--- src/rtl/operand_entry_if.sv ---
// Operand entry bus: button/selection controls in, registered operands and
// valid/ready change notification out.
interface operand_entry_if;
    logic [7:0]  btn;
    logic [1:0]  sel;
    logic        dec;
    logic        clear;
    logic        op_ready;
    logic [63:0] num1;
    logic [31:0] num2;
    logic        op_valid;
    logic        rpt_active;

    modport master (
        output btn, sel, dec, clear, op_ready,
        input  num1, num2, op_valid, rpt_active
    );

    modport slave (
        input  btn, sel, dec, clear, op_ready,
        output num1, num2, op_valid, rpt_active
    );
endinterface

--- src/rtl/operand_entry.sv ---
// Turns debounced digit buttons into registered operands with hold-to-repeat,
// clear, and a valid/ready notification towards the compute stage.
//
// state  | meaning
// IDLE   | no button held since the last release or clear
// HOLD   | button pressed, waiting REPEAT_DELAY before the first repeat
// REPEAT | auto-repeating every REPEAT_RATE cycles
module operand_entry #(
    parameter int unsigned REPEAT_DELAY = 50000000,
    parameter int unsigned REPEAT_RATE  = 10000000
) (
    input logic            clk,
    input logic            rst_n,
    operand_entry_if.slave bus
);

    localparam int unsigned CNT_MAX = (REPEAT_DELAY > REPEAT_RATE) ? REPEAT_DELAY : REPEAT_RATE;
    localparam int CNT_W = $clog2(CNT_MAX);
    localparam logic [CNT_W-1:0] DELAY_LOAD = CNT_W'(REPEAT_DELAY - 1);
    localparam logic [CNT_W-1:0] RATE_LOAD  = CNT_W'(REPEAT_RATE - 1);

    typedef enum logic [1:0] {
        IDLE   = 2'd0,
        HOLD   = 2'd1,
        REPEAT = 2'd2
    } state_t;

    state_t           state_q, state_d;
    logic [CNT_W-1:0] cnt_q, cnt_d;
    logic [7:0]       btn_s1_q, btn_s1_d;
    logic [7:0]       btn_s2_q, btn_s2_d;
    logic [7:0]       btn_hist_q, btn_hist_d;
    logic [7:0]       btn_edge_q, btn_edge_d;
    logic [63:0]      num1_q, num1_d;
    logic [31:0]      num2_q, num2_d;
    logic             op_valid_q, op_valid_d;
    logic             rpt_active_q, rpt_active_d;

    logic [7:0]       step_mask;
    logic [3:0]       step_val;
    logic [31:0]      field_cur;
    logic [31:0]      field_new;
    logic             wr;

    always_comb begin
        btn_s1_d   = bus.btn;
        btn_s2_d   = btn_s1_q;
        btn_hist_d = btn_s2_q;
        btn_edge_d = btn_s2_q & ~btn_hist_q;

        state_d   = state_q;
        cnt_d     = cnt_q;
        step_mask = '0;

        // btn_hist_q is the synced level aligned with btn_edge_q
        if (bus.clear) begin
            state_d = IDLE;
            cnt_d   = '0;
        end else begin
            case (state_q)
                IDLE: begin
                    if (|btn_edge_q) begin
                        step_mask = btn_edge_q;
                        cnt_d     = DELAY_LOAD;
                        state_d   = HOLD;
                    end
                end
                HOLD, REPEAT: begin
                    if (btn_hist_q == 8'h00) begin
                        state_d = IDLE;
                        cnt_d   = '0;
                    end else if (|btn_edge_q) begin
                        step_mask = btn_edge_q;
                        cnt_d     = DELAY_LOAD;
                        state_d   = HOLD;
                    end else if (cnt_q == '0) begin
                        step_mask = btn_hist_q;
                        cnt_d     = RATE_LOAD;
                        state_d   = REPEAT;
                    end else begin
                        cnt_d = cnt_q - CNT_W'(1);
                    end
                end
                default: begin
                    state_d = IDLE;
                    cnt_d   = '0;
                end
            endcase
        end

        step_val = bus.dec ? 4'hF : 4'h1;
        case (bus.sel)
            2'b00:   field_cur = num1_q[31:0];
            2'b10:   field_cur = num1_q[63:32];
            2'b01:   field_cur = num2_q;
            default: field_cur = '0;
        endcase

        // Each nibble wraps on its own; no carry between nibbles
        field_new = field_cur;
        for (int i = 0; i < 8; i++) begin
            if (step_mask[i]) begin
                field_new[4*i +: 4] = field_cur[4*i +: 4] + step_val;
            end
        end

        num1_d = num1_q;
        num2_d = num2_q;
        wr     = 1'b0;
        if (bus.clear) begin
            num1_d = '0;
            num2_d = '0;
            wr     = 1'b1;
        end else if ((|step_mask) && (bus.sel != 2'b11)) begin
            wr = 1'b1;
            case (bus.sel)
                2'b00:   num1_d[31:0]  = field_new;
                2'b10:   num1_d[63:32] = field_new;
                default: num2_d        = field_new;
            endcase
        end

        if (wr) begin
            op_valid_d = 1'b1;
        end else if (bus.op_ready) begin
            op_valid_d = 1'b0;
        end else begin
            op_valid_d = op_valid_q;
        end

        rpt_active_d = (state_d != IDLE);
    end

    always_ff @(posedge clk or negedge rst_n) begin
        if (!rst_n) begin
            state_q      <= IDLE;
            cnt_q        <= '0;
            btn_s1_q     <= '0;
            btn_s2_q     <= '0;
            btn_hist_q   <= '0;
            btn_edge_q   <= '0;
            num1_q       <= '0;
            num2_q       <= '0;
            op_valid_q   <= 1'b0;
            rpt_active_q <= 1'b0;
        end else begin
            state_q      <= state_d;
            cnt_q        <= cnt_d;
            btn_s1_q     <= btn_s1_d;
            btn_s2_q     <= btn_s2_d;
            btn_hist_q   <= btn_hist_d;
            btn_edge_q   <= btn_edge_d;
            num1_q       <= num1_d;
            num2_q       <= num2_d;
            op_valid_q   <= op_valid_d;
            rpt_active_q <= rpt_active_d;
        end
    end

    assign bus.num1       = num1_q;
    assign bus.num2       = num2_q;
    assign bus.op_valid   = op_valid_q;
    assign bus.rpt_active = rpt_active_q;

endmodule
--- src/flat_wrapper.sv ---
// flat-port wrapper written by rule: the top's interface ports become plain ports
module operand_entry_flat 
#(
    parameter int unsigned REPEAT_DELAY = 50000000,
    parameter int unsigned REPEAT_RATE  = 10000000
)
  (clk, rst_n, bus_btn, bus_sel, bus_dec, bus_clear, bus_op_ready, bus_num1, bus_num2, bus_op_valid, bus_rpt_active);
  operand_entry_if bus_i ();
  input logic clk;
  input logic rst_n;
  input wire logic [$bits(bus_i.btn)-1:0] bus_btn;
  input wire logic [$bits(bus_i.sel)-1:0] bus_sel;
  input wire logic [$bits(bus_i.dec)-1:0] bus_dec;
  input wire logic [$bits(bus_i.clear)-1:0] bus_clear;
  input wire logic [$bits(bus_i.op_ready)-1:0] bus_op_ready;
  output wire logic [$bits(bus_i.num1)-1:0] bus_num1;
  output wire logic [$bits(bus_i.num2)-1:0] bus_num2;
  output wire logic [$bits(bus_i.op_valid)-1:0] bus_op_valid;
  output wire logic [$bits(bus_i.rpt_active)-1:0] bus_rpt_active;
  assign bus_i.btn = bus_btn;
  assign bus_i.sel = bus_sel;
  assign bus_i.dec = bus_dec;
  assign bus_i.clear = bus_clear;
  assign bus_i.op_ready = bus_op_ready;
  assign bus_num1 = bus_i.num1;
  assign bus_num2 = bus_i.num2;
  assign bus_op_valid = bus_i.op_valid;
  assign bus_rpt_active = bus_i.rpt_active;
  operand_entry #(.REPEAT_DELAY(REPEAT_DELAY), .REPEAT_RATE(REPEAT_RATE)) u_core (.clk(clk), .rst_n(rst_n), .bus(bus_i));
endmodule
--- config.mk ---
export PLATFORM = sky130hd
export DESIGN_NAME = operand_entry_flat
export DESIGN_NICKNAME = d
export VERILOG_FILES = /design/src/rtl/operand_entry_if.sv /design/src/rtl/operand_entry.sv /design/src/flat_wrapper.sv
export SDC_FILE = /design/constraint.sdc
export NUM_CORES = 1
export LEC_CHECK = 0
export BUFFER_PORTS_ARGS = -buffer_cell sky130_fd_sc_hd__buf_2
export CAP_MARGIN = 20
export CORE_MARGIN = 1.5
export CORE_UTILIZATION = 45
export CTS_CLUSTER_SIZE = 16
export DETAILED_ROUTE_END_ITERATION = 8
export SLEW_MARGIN = 20
export SYNTH_ARGS = -nofsm -noshare
export SYNTH_HDL_FRONTEND = slang
export SYNTH_SLANG_ARGS = --single-unit
--- constraint.sdc ---
create_clock -name clk -period 2.6 [get_ports clk]
set_input_delay 0.78 -clock clk [delete_from_list [all_inputs] [get_ports clk]]
set_output_delay 0.78 -clock clk [all_outputs]
set_load 0.1 [all_outputs]
**Word-level counts from Yosys, hierarchy flattened**

Cells that the tools add are included.

- Bits in registers: 158
- Input bits: 15
- Output and inout port bits: 98

- Bitwise gates (word level): 2
- Equal/unequal tests: 7
- Reduce and logical (&&, ||, !) cells: 17
- Mux-type cells: 39
- Add/sub/neg operators: 9

Operator list:

| operator | count |
|---|---|
| 2-to-1 mux 32 bit | 5 |
| 2-to-1 mux 26 bit | 5 |
| 2-to-1 mux 64 bit | 2 |
| case mux 32 bit (3 select lines) | 1 |
| case mux 26 bit (2 select lines) | 1 |
| 2-to-1 mux 8 bit | 5 |
| 2-to-1 mux 4 bit | 9 |
| adder 4 bit | 8 |
| logical NOT 26 bit | 1 |
| subtractor 26 x 1 -> 26 bit, second input constant | 1 |
| case mux 8 bit (2 select lines) | 1 |
| OR reduction 8 bit | 2 |
| 2-to-1 mux 2 bit | 5 |
| nonzero test 2 bit | 5 |
| bitwise AND 8 bit | 1 |
| logical NOT 8 bit | 1 |
| NOT 8 bit | 1 |
| AND reduction 2 bit | 3 |
| == test 2 x 1 -> 1 bit, second input constant | 2 |
| == test 2 bit, second input constant | 2 |
| logical NOT 2 bit | 2 |
| 2-to-1 mux 1 bit | 4 |
| case mux 2 bit (2 select lines) | 1 |
| OR reduction 2 bit | 2 |
| other kinds (4) | 4 |

**Longest topological paths before layout**

- Depth after elaboration: 11
- Mapped depth: 13
- Depth with buffers taken out: 11

**Worst setup path after synthesis**

No wires, ideal clock.

- Path type: input to register
- Start point: input port bus_sel[0]
- End point: register u_core.num1_q[63] (netlist: u_core.bus.num1[63])
- Cell stages on the path: 12
- Path slack: -568 ps
- Data arrival time: 3033 ps
- Cells stage by stage: buf_2 > buf_2 > buf_2 > mux2i_1 > o21ai_0 > ha_1 > nor3_1 > nor2_1 > a21o_1 > o211ai_1 > xnor2_1 > o21ai_0

- Longest elaborated chain between the ends: 7
- Elaborated cells between the ends (all ways): 14

RTL lines:

| element | RTL line | RTL |
|---|---|---|
| from (decl) | flat_wrapper.sv:12 | `input wire logic [$bits(bus_i.sel)-1:0] bus_sel;` |
| == test 2 x 1 -> 1 bit (tied with other cells) | operand_entry.sv:92 | `case (bus.sel)` |
| case mux 32 bit (3 select lines) | operand_entry.sv:92 |  |
| adder 4 bit | operand_entry.sv:103 | `field_new[4*i +: 4] = field_cur[4*i +: 4] + step_val;` |
| 2-to-1 mux 4 bit | operand_entry.sv:102 | `if (step_mask[i]) begin` |
| 2-to-1 mux 32 bit | operand_entry.sv:116 | `case (bus.sel)` |
| 2-to-1 mux 64 bit | operand_entry.sv:114 | `end else if ((\|step_mask) && (bus.sel != 2'b11)) begin` |
| 2-to-1 mux 64 bit | operand_entry.sv:110 | `if (bus.clear) begin` |
| to (signal assigned) | operand_entry.sv:153 | `num1_q <= num1_d;` |
| to (decl) | operand_entry.sv:34 | `logic [63:0] num1_q, num1_d;` |

Several ways; a longest one is shown, not always the timed one. The select of a mux whose other input is x is not followed.
A chain may end at the register's enable or synchronous reset.

**Worst setup path after layout**

- Start point: register u_core.cnt_q[17]
- End point: register u_core.num1_q[28] (netlist: u_core.bus.num1[28])

- Longest elaborated chain between the ends: 10
- Elaborated cells between the ends (all ways): 14

RTL lines:

| element | RTL line | RTL |
|---|---|---|
| from (decl) | operand_entry.sv:29 | `logic [CNT_W-1:0] cnt_q, cnt_d;` |
| from (signal assigned) | operand_entry.sv:148 | `cnt_q <= cnt_d;` |
| logical NOT 26 bit (*) | operand_entry.sv:76 | `end else if (cnt_q == '0) begin` |
| 2-to-1 mux 8 bit (*) | operand_entry.sv:76 |  |
| 2-to-1 mux 8 bit (*) | operand_entry.sv:72 | `end else if (\|btn_edge_q) begin` |
| 2-to-1 mux 8 bit (*) | operand_entry.sv:69 | `if (btn_hist_q == 8'h00) begin` |
| case mux 8 bit (2 select lines) (*) | operand_entry.sv:60 | `case (state_q)` |
| 2-to-1 mux 8 bit (*) | operand_entry.sv:56 | `if (bus.clear) begin` |
| OR reduction 8 bit / 2-to-1 mux 4 bit (equally long branches) | operand_entry.sv:114, operand_entry.sv:102 |  |
| logical AND 1 bit / 2-to-1 mux 32 bit (equally long branches) | operand_entry.sv:114, operand_entry.sv:116 |  |
| nonzero test 2 bit (no source line) / 2-to-1 mux 64 bit (equally long branches) | n/a |  |
| AND reduction 2 bit (no source line) / 2-to-1 mux 64 bit (equally long branches) | n/a |  |

Every way passes the cells marked *; elsewhere a longest branch is shown, timed or not. The select of a mux whose other input is x is not followed.

==> flow_summary_export.csv <==
group,metric,value,unit
sta,setup-violations-final,0,
clocking,clock_latency,0.44,ns
layout,final_cell_count_no_fill,1392,
logic_synthesis,async_reset_ff_frac,1.00,
sta,fin_ws,0.0547,ns
die,row_count,50,
grt,first_global_vias,7340,
sta,fin_tns_setup,0,ns
worst_setup_path,worst-endpoint-required,2.86,ns
clocking,clockBufferDepth,2,
clocking,tritoncts,"built",
die,die_width,142,µm
drt,route.vias.total,7630,
run_status,outcome,"complete, no violations",
sta,max-slew-margin-rel,0.290,
layout,count_of_nets_after_finishing,1162,
worst_hold_path,worstHoldPathType,"primary input to asynchronous set/reset pin",
grt,grt_util_all_layers,0.259,
power,static-leakage-power,5.46,nW
worst_setup_path,reg_to_reg_startpoint,"u_core.cnt_q[17]",
logic_synthesis,synth_sequential_area_ratio,0.453,
worst_setup_path,critical_path.slowest_cell,"sky130_fd_sc_hd__or4_4",
logic_synthesis,synth.lib_cells_used.distinct,55,
place,preCtsSetupSlack,-0.384,ns
logic_synthesis,ys_dominant_reg_cell,"sky130_fd_sc_hd__dfrtp_1",
layout,syn2layout_area_growth,34.0,%
place,io_port_bufs,112,
logic_synthesis,synth_area_per_cell,9.73,µm²
clocking,cts.sinks,158,
logic_synthesis,synthesis.yosys.warnings,0,
sta,final_hold_viol_count,0,
worst_setup_path,worstSetupEndpointType,"register",
sta,hold_slack,0.289,ns
logic_synthesis,synth_enable_flop_cells,0,
run,maxCapViolations,0,
sta,max_freq,393,MHz
drt,drtIter0Drc,509,
worst_setup_path,worst_setup_path_start_kind,"register",
worst_setup_path,r2r_slack,0.05,ns
die,dieArea,0.0202,mm²
worst_setup_path,max_stage_delay,0.62,ns
drt,detailedRoute.firstPassIterationCount,5,
place,globalplace.congestion,0.895,
clocking,ctsRootBufferMaster,"sky130_fd_sc_hd__clkbuf_16",
worst_setup_path,worst-path-buf-inv,2,
power,vdd_ir_drop_max,0.457,mV
sta,min_period_over_period,0.979,
place,hpwl,18100,µm
worst_setup_path,r2r_worst_path_depth,7,
sta,period_needed,2.55,ns
grt,grt_pass1_wl,40300,µm
grt,antenna_found_initial,0,
grt,pin_count_of_the_biggest_net_entering_global_routing,102,
sta,finClkSkew,0.0123,ns
sta,timing_max_transition_violations_final,0,
worst_setup_path,critical_path.cell_chain,"nor4_4 > nand4_1 > or4_4 > a211oi_4 > buf_12 > buf_12 > a211oi_2",
die,core_region_area,0.0188,mm²
drt,drcViolationCount,0,
worst_setup_path,crit_type,"register to register",
layout,final_core_utilization,0.621,
power,power_density,568,mW/mm²
worst_setup_path,path_delay_family,"simple AND/OR/NAND/NOR gates",
worst_setup_path,cp_max_fo,15,
layout,layout-drive-gt1-share,0.347,
logic_synthesis,register_bit_count_reported_by_yosys,158,
worst_setup_path,critical_path_arrival,2.81,ns
drt,antenna_violating_nets_post_route,0,
clocking,cts.hold.buffers_added,0,
logic_synthesis,synth.net_count,939,
logic_synthesis,synth_cells,896,
clocking,cts_htree_levels,4,
sta,worst-slew-pin-transition,1.06,ns
drt,drt-wirelength-per-cell,18.2,µm
die,die_extent_in_y,142,µm
clocking,numCtsBuffers,17,
die,initial_core_util,0.463,
place,dp_cells,1351,
layout,antennaDiodeCount,0,
worst_setup_path,crit-reg2reg-capture,"u_core.bus.num1[28]",
drt,avgViaCountPerCell,5.48,
worst_setup_path,critical-path-top-cell-by-count,"sky130_fd_sc_hd__buf_12",
die,io_pins,113,
logic_synthesis,synth_area,0.00872,mm²
drt,wirelength_routed,25300,µm
grt,globalRouteOverflowTotal,0,
clocking,clkSlewWorstSetupHoldPaths,0.07,ns
[flip-flops by register name, indices dropped and copies added (netlist names)]
signal	cells
u_core.bus.num2	32
u_core.btn_hist_d	8
u_core.bus.op_valid	1
u_core.btn_edge_q	8
u_core.btn_s1_q	8
u_core.btn_hist_q	8
u_core.bus.rpt_active	1
u_core.cnt_q	26
u_core.bus.num1	64
u_core.state_q	2
[power by group]
part,total (mW),leakage [nW],internal (mW),switching (mW)
Clock,2.58,0.301,1.39,1.20
Combinational,1.37,3.08,0.472,0.902
Sequential,2.68,2.09,2.57,0.105
Total,6.63,5.46,4.43,2.20
[worst reg2reg max path, delay by kind of cell (launching register included)]
kind,cells,cell delay (ns)
simple gates,3,1.21
buf+inv,2,0.33
flops,1,0.42
compound gates,2,0.41
[layout by cell type, fill, tap and decap left out, drive strengths merged, types with 20 or more instances in the layout]
master and n:
buf 261, dfrtp 158, nor2 112, o21ai 105, nand3b 51, a211oi 45
mux2i 43, inv 42, a21oi 40, nand2 32, xnor2 28, nor3 26
ha 20
[worst max-delay path by stage]
| stage | slack, ns | depth (start not counted) | startpoint | end |
|---|---|---|---|---|
| after global routing | -0.04 | 12 | bus_sel[0] | u_core.bus.num1[15] |
| after global placement | -0.36 | 13 | bus_sel[0] | u_core.bus.num1[59] |
| final | 0.05 | 7 | u_core.cnt_q[17] | u_core.bus.num1[28] |
| after CTS | 0.006 | 7 | u_core.btn_hist_q[0] | u_core.bus.num1[61] |
| after detailed placement | -0.38 | 14 | bus_sel[0] | u_core.bus.num1[59] |
| after floorplan | -0.08 | 13 | bus_sel[1] | u_core.bus.num1[35] |
[repair_timing]
action,4_1_cts,5_1_grt
gates resized for setup,14,57
endpoints found under the setup margin,42,92
cloned,1,1
pin swaps,2,29
buffers inserted,3,6
[area by class of cell]
| class | count | area [µm²] |
|---|---|---|
| Tap cell | 260 | 325 |
| Sequential cell | 158 | 3960 |
| Multi-Input combinational cell | 647 | 4770 |
| Clock inverter | 15 | 188 |
| Clock buffer | 17 | 425 |
| Inverter | 33 | 124 |
| Fill cell | 1602 | 7140 |
| Timing Repair Buffer | 262 | 1900 |
[logic make-up after synthesis]
| logic type | Yosys count | synth area share |
|---|---|---|
| and+or+nand+nor | 291 | 0.178 |
| AOI/OAI and AO/OA | 247 | 0.189 |
| DFF | 158 | 0.453 |
| buffers and inverters | 91 | 0.0423 |
| muxes | 50 | 0.0592 |
| xor gates and xnor gates | 31 | 0.0311 |
| adders and majority gates | 28 | 0.0471 |
[per-stage QoR]
stage,cell area (µm²),power [mW]
final,11700,6.63
after global routing,11700,6.90
after CTS,11400,6.63
after detailed placement,10700,4.02
after global placement,10700,4.00
after floorplan,8860,3.56
[cell usage after synthesis (24+ instances only)]
master / instances / area [µm²]
sky130_fd_sc_hd__inv_1: 33 / 124
sky130_fd_sc_hd__dfrtp_1: 158 / 3950
sky130_fd_sc_hd__nor2_1: 112 / 420
sky130_fd_sc_hd__o21ai_0: 81 / 405
sky130_fd_sc_hd__clkbuf_1: 41 / 154
sky130_fd_sc_hd__nand2_1: 32 / 120
sky130_fd_sc_hd__nor3_1: 25 / 125
sky130_fd_sc_hd__o21ai_1: 24 / 120
sky130_fd_sc_hd__a211oi_1: 27 / 203
sky130_fd_sc_hd__xnor2_1: 28 / 245
sky130_fd_sc_hd__a21oi_1: 39 / 195
sky130_fd_sc_hd__mux2i_1: 43 / 430
sky130_fd_sc_hd__nand3b_1: 51 / 383
[per-layer routing]
metal,up-vias,track usage,share of wire
met5,-,0,0
met4,0,0.0846,0.019
met3,22,0.0394,0.046
met2,241,0.368,0.44
met1,3708,0.402,0.50
li1,3659,-,-
(Power assumes the default switching activity.)
